### src/rtl/ysyx_23060171_trap_ctrl.sv
// Trap/return controller: takes trap-entry and mret decisions from the IDU,
// pulses the CSR file on trap entry and redirects the IFU to mtvec or mepc.
module ysyx_23060171_trap_ctrl #(
    parameter int DATA_WIDTH = 32,
    parameter int ADDR_WIDTH = 12
) (
    input  logic                  clk,
    input  logic                  rst,
    input  logic                  in_valid,
    output logic                  in_ready,
    input  logic [DATA_WIDTH-1:0] in_pc,
    input  logic                  in_ecall,
    input  logic                  in_ebreak,
    input  logic                  in_illegal,
    input  logic                  in_mret,
    input  logic                  in_csr_wen,
    input  logic [ADDR_WIDTH-1:0] in_csr_waddr,
    input  logic [DATA_WIDTH-1:0] in_csr_wdata,
    input  logic [DATA_WIDTH-1:0] csr_mtvec,
    input  logic [DATA_WIDTH-1:0] csr_mepc,
    output logic                  csr_irq,
    output logic [7:0]            csr_irq_no,
    output logic [DATA_WIDTH-1:0] csr_wdata,
    output logic [ADDR_WIDTH-1:0] csr_waddr,
    output logic                  csr_wen,
    output logic                  redirect_valid,
    input  logic                  redirect_ready,
    output logic [DATA_WIDTH-1:0] redirect_pc,
    output logic                  busy,
    output logic [31:0]           trap_cnt
);

    typedef enum logic [1:0] {
        IDLE  = 2'd0,
        TRAP  = 2'd1,
        REDIR = 2'd2
    } state_t;

    state_t                state, state_next;
    logic [DATA_WIDTH-1:0] pc_q;
    logic [7:0]            cause_q;
    logic                  is_mret_q;
    logic [31:0]           trap_cnt_q;
    logic                  accept;
    logic                  any_trap;
    logic [7:0]            cause_d;

    assign in_ready = (state == IDLE) && !rst;
    assign accept   = in_valid && in_ready;
    // mret combined with any trap flag is a malformed instruction, so it enters as illegal.
    assign any_trap = in_ecall || in_ebreak || in_illegal;
    assign cause_d  = (in_illegal || in_mret) ? 8'd2 :
                      in_ebreak               ? 8'd3 : 8'd11;

    always_ff @(posedge clk) begin
        if (rst) begin
            state      <= IDLE;
            trap_cnt_q <= 32'd0;
        end else begin
            state <= state_next;
            if (state == TRAP)
                trap_cnt_q <= trap_cnt_q + 32'd1;
        end
    end

    always_ff @(posedge clk) begin
        if (accept) begin
            pc_q      <= in_pc;
            cause_q   <= cause_d;
            is_mret_q <= in_mret && !any_trap;
        end
    end

    always_comb begin
        state_next     = state;
        csr_irq        = 1'b0;
        csr_irq_no     = cause_q;
        csr_wdata      = in_csr_wdata;
        csr_waddr      = in_csr_waddr;
        csr_wen        = 1'b0;
        redirect_valid = 1'b0;
        redirect_pc    = is_mret_q ? csr_mepc : {csr_mtvec[DATA_WIDTH-1:2], 2'b00};
        case (state)
            IDLE: begin
                if (accept) begin
                    if (any_trap)
                        state_next = TRAP;
                    else if (in_mret)
                        state_next = REDIR;
                    else
                        csr_wen = in_csr_wen;
                end
            end
            TRAP: begin
                csr_irq    = !rst;
                csr_wdata  = pc_q;
                state_next = REDIR;
            end
            REDIR: begin
                redirect_valid = !rst;
                if (redirect_ready)
                    state_next = IDLE;
            end
            default: state_next = IDLE;
        endcase
    end

    assign busy     = (state != IDLE);
    assign trap_cnt = trap_cnt_q;

endmodule

### config.mk
export PLATFORM = sky130hd
export DESIGN_NAME = ysyx_23060171_trap_ctrl
export DESIGN_NICKNAME = d
export VERILOG_FILES = /design/src/rtl/ysyx_23060171_trap_ctrl.sv
export SDC_FILE = /design/constraint.sdc
export NUM_CORES = 1
export LEC_CHECK = 0
export ABC_CLOCK_PERIOD_IN_PS = 2700
export BUFFER_PORTS_ARGS = -buffer_cell sky130_fd_sc_hd__buf_2
export CORE_MARGIN = 5
export CORE_UTILIZATION = 41
export CTS_BUF_LIST = sky130_fd_sc_hd__clkbuf_16
export CTS_CLUSTER_DIAMETER = 150
export DETAILED_ROUTE_END_ITERATION = 6
export HOLD_SLACK_MARGIN = 0.08
export PLACE_DENSITY_LB_ADDON = 0.25
export SKIP_LAST_GASP = 1
export SYNTH_ARGS = -nofsm -noshare
export SYNTH_HDL_FRONTEND = slang
export SYNTH_SLANG_ARGS = --single-unit
### constraint.sdc
create_clock -name clk -period 2.7 [get_ports clk]
set_input_delay 0.54 -clock clk [delete_from_list [all_inputs] [get_ports clk]]
set_output_delay 0.54 -clock clk [all_outputs]
set_load 0.05 [all_outputs]
# Word-level counts from Yosys, hierarchy flattened
# Cells that the tools add are included.
[word_totals]
in_bits = 149
wordCells = 36
register_bits = 75
[classes]
n_addsub = 1
n_reduce_logical = 11
n_mux = 14
n_eq_ne = 5
[ops]
columns = ["cell", "count"]
rows = [
  ["2-to-1 mux 32 bit", 2],
  ["adder 32 x 1 -> 32 bit (second input constant)", 1],
  ["2-to-1 mux 2 bit", 4],
  ["2-to-1 mux 1 bit", 6],
  ["case mux 2 bit (3 select lines)", 1],
  ["2-to-1 mux 4 bit", 1],
  ["!= test 2 bit (second input constant)", 2],
  ["logical AND 1 bit", 3],
  ["logical OR 1 bit", 3],
  ["!= test 3 bit (second input constant)", 1],
  ["AND reduction 3 bit", 1],
  ["== test 2 x 1 -> 1 bit (second input constant)", 1],
  ["== test 2 bit (second input constant)", 1],
  ["logical NOT 1 bit", 2],
  ["logical NOT 2 bit", 1],
  ["nonzero test 2 bit", 1],
]

# Longest topological paths before layout
[logic_depth]
ltp_word = 5
depth_mapped = 7
ltp_nobuf = 5

# Worst setup path before layout
# Ideal clock, no wire load.
[synth_path]
kind = "input to output"
startpoint = "in rst"
endpoint = "out csr_wen"
cell_stages = 5
slack_ps = -1192
t_arrival_ps = 3352
n_path_buf = 1
required_time_ps = 2160
cell_sequence = "clkbuf_1 nor3_1 nand2_1 inv_1 and3_1"
[synth_between]
elab_chain_cells = 5
[synth_rtl]
columns = ["item", "line", "text"]
rows = [
  ["from (decl)", "8", "input logic rst,"],
  ["logical NOT 1 bit", "48", "assign in_ready = (state == IDLE) && !rst;"],
  ["logical AND 1 bit", "48", ""],
  ["net in_ready", "10", "output logic in_ready,"],
  ["logical AND 1 bit", "49", "assign accept = in_valid && in_ready;"],
  ["net accept", "44", "logic accept;"],
  ["2-to-1 mux 1 bit", "85", "if (accept) begin"],
  ["2-to-1 mux 1 bit", "83", "case (state)"],
  ["to (decl)", "25", "output logic csr_wen,"],
]
# The timed path passes the listed nets, and every way through them passes these cells.

# Final worst setup path
[layout_path]
startpoint = "reg state[0]"
endpoint = "out csr_wdata[10]"
[layout_between]
elab_chain_cells = 2
[layout_rtl]
columns = ["item", "line", "text"]
rows = [
  ["from (decl)", "39", "state_t state, state_next;"],
  ["from (signal assigned)", "60", "state <= state_next;"],
  ["== test 2 x 1 -> 1 bit", "83", ""],
  ["2-to-1 mux 32 bit", "83", ""],
  ["to (decl)", "23", "output logic [DATA_WIDTH-1:0] csr_wdata,"],
]
# No other way between the ends.

==> out/results.ini <==
[run_status]
status = finished clean

[clock_tree]
cts_buffers = 9
clock_latency_ns = 0.33
cts_buffer_depth = 2
cts_tree = yes
cts_hold_buf = 0
cts_root_buffer = clkbuf_16
cts_resized = 0
cts_max_level = 3
clk_pin_slew_ns = 0.06
cts_sinks = 69
post-cts-setup-buffers = 0

[yosys]
yosys-top-cells-count = mux2_2, edfxtp_1, dfxtp_1
synth_ff_type = edfxtp_1
synth_area_per_cell_um2 = 11.1
syn_inst = 324
synth_edf_count = 35
netlist.area_leader.share_pct = 29.2
synth_top_cell_by_area = edfxtp_1
synth-warning-count = 0
async_flop_share_pct = 0
synthTopCellsByArea = edfxtp_1, mux2_2, dfxtp_1, buf_4, or4_1
synth_area_mm2 = 0.00360
yosysMostFrequentCell = mux2_2
synth_seq_cells = 69
yosysSeqAreaShare_pct = 48.0
yosysUniqueCellTypes = 39

[timing]
final.period_utilization_pct = 93.5
fin_ws_ns = 0.175
max_freq_mhz = 396
tns_ns = 0
hold_ws_ns = 0.386
slew_viol_final = 0
fin_skew_ns = 0.00923
setup_viol = 0
hold_viol = 0
post-route-min-period_ns = 2.53
rsz0062_at_grt = false

[setup_path]
critical_path.top_delay_family = buffers and inverters
crit_fanout = 24
crit_chain = nor2b_4, buf_4, mux2_2, buf_2
slowest_delay_ns = 0.51
critical_path_class = reg -> out
worstPathRequired_ns = 2.16
cp_data_arrival_time_ns = 1.99
cp-startpoint = state[0]
critPathSlowestCell = dfxtp_1
cp.buffers_inverters = 2
endpoint_kind = primary output
critPathLaunchType = flip-flop
worstReg2RegStart = trap_cnt[2]

[route]
dr.first_iter.drc_count = 138
routedWlPerCell_um = 19.1
drc_errors = 0
vias = 3395
wl_um = 12600
viasPerCell = 5.14
ant_nets = 0
drt-pass1-iter-count = 6

[finish]
fin_util_pct = 59.1
synthToLayoutAreaGrowth_pct = 41.5
drive_gt1_share_pct = 60.3
finalNetCount = 696
nFillCells = 760

[placed_design]
hpwlAfterDp_um = 10100
placement.io_buffers = 237
post-place-ws_ns = 0.518
place_congestion = 0.926

[pwr]
ir_worst_vdd_uv = 304
p_leak_nw = 2.21
p_per_area_mw_per_mm2 = 578
power.total_mw = 2.95

[floorplanning]
die_h_um = 104
die_area_mm2 = 0.0108
core_area_mm2 = 0.00864
io_pins = 270
num_rows = 34
die_x_um = 104
initial_utilization_pct = 41.7

[grt]
grt_max_degree = 36
grt_use_total_pct = 22.4
antenna_found_initial = 3
grt_pass1_vias = 3441
grt_pass1_wl_um = 19200
globalRoute.totalOverflow = 0

[hold_path]
min_path_type = in -> reg
holdCritStartpoint = in_pc[16]

[job]
maxCapViolCount = 0

power by group:
part	switching (mW)	internal [mW]
combinational	0.452	0.206
clock	0.434	0.709
sequential	0.0133	1.13
total	0.900	2.05
through the flow:
| step | instances | cell area [µm²] |
|---|---|---|
| floorplan | 328 | 3640 |
| global placement | 643 | 4800 |
| detailed placement | 643 | 4800 |
| CTS | 659 | 5100 |
| global route | 660 | 5100 |
| finish | 660 | 5100 |
cell usage in the layout, fill, tap and decap left out, types with 2 or more instances in the layout:
cell	n
conb_1	6
o31ai_1	17
xor2_1	4
nor3_1	5
inv_1	7
edfxtp_1	35
nor2_1	14
clkinvlp_4	3
nand4_1	6
a21oi_1	22
dfxtp_1	34
nand4_2	2
buf_4	8
or3_1	9
mux2_2	62
nand2_1	8
buf_2	237
or4_1	18
xnor2_1	5
and4_1	2
clkbuf_16	9
nand3_1	8
o21ai_0	5
or2_2	2
and2_1	3
clkinv_2	2
registers in the layout (all words and copies together), names as in the netlist:
register and cells:
csr_irq_no 2, state 2, pc_q 32, is_mret_q 1
trap_cnt 32
layer usage:
layer | up-vias | wire length, µm | global-route usage [%]
met1 | 1603 | 4490 | 23.7
met2 | 126 | 6930 | 41.6
met3 | 25 | 922 | 7.28
met4 | 4 | 200 | 7.40
li1 | 1637 | - | -
met5 | - | 34 | 0
path summary, 6_finish.rpt:
path / end / slack (ns) / cells after the start
max: csr_wdata[10] / 0.17 / 4
min: pc_q[16] / 0.39 / 1
min reg2reg: trap_cnt[31] / 0.48 / 2
max reg2reg: trap_cnt[21] / 0.60 / 4
logic make-up (layout without fill, tap and decap cells):
group	Yosys count	count (layout)	share of synthesized area (%)
adder cells (fa/ha/maj)	1	1	0.347
other	2	7	0.208
AO/OA/AOI/OAI	46	46	7.71
buffers and inverters	45	268	7.01
multiplexers	63	63	19.6
AND/OR/NAND/NOR	89	89	14.9
flip-flops	69	69	48.0
XOR/XNOR	9	9	2.19
worst reg2reg max path, stage by stage, from the launching register on:
cell and delay, ns:
dfxtp_1 0.49, nand2_1 0.20, or4_1 0.69, or4_1 0.52, a21oi_1 0.14
layout make-up:
| cell class | count | area [µm²] | share of cell area [%] |
|---|---|---|---|
| timing repair buffer | 245 | 1250 | 24.4 |
| antenna | 1 | 2.50 | 0.0491 |
| multi-input combinational | 214 | 1660 | 32.6 |
| tap | 108 | 135 | 2.65 |
| sequential | 69 | 1730 | 34.0 |
| clock inverter | 7 | 67.6 | 1.32 |
| inverter | 7 | 30.0 | 0.589 |
| clock buffer | 9 | 225 | 4.42 |
No activity file was read; power rests on OpenSTA's default activity.
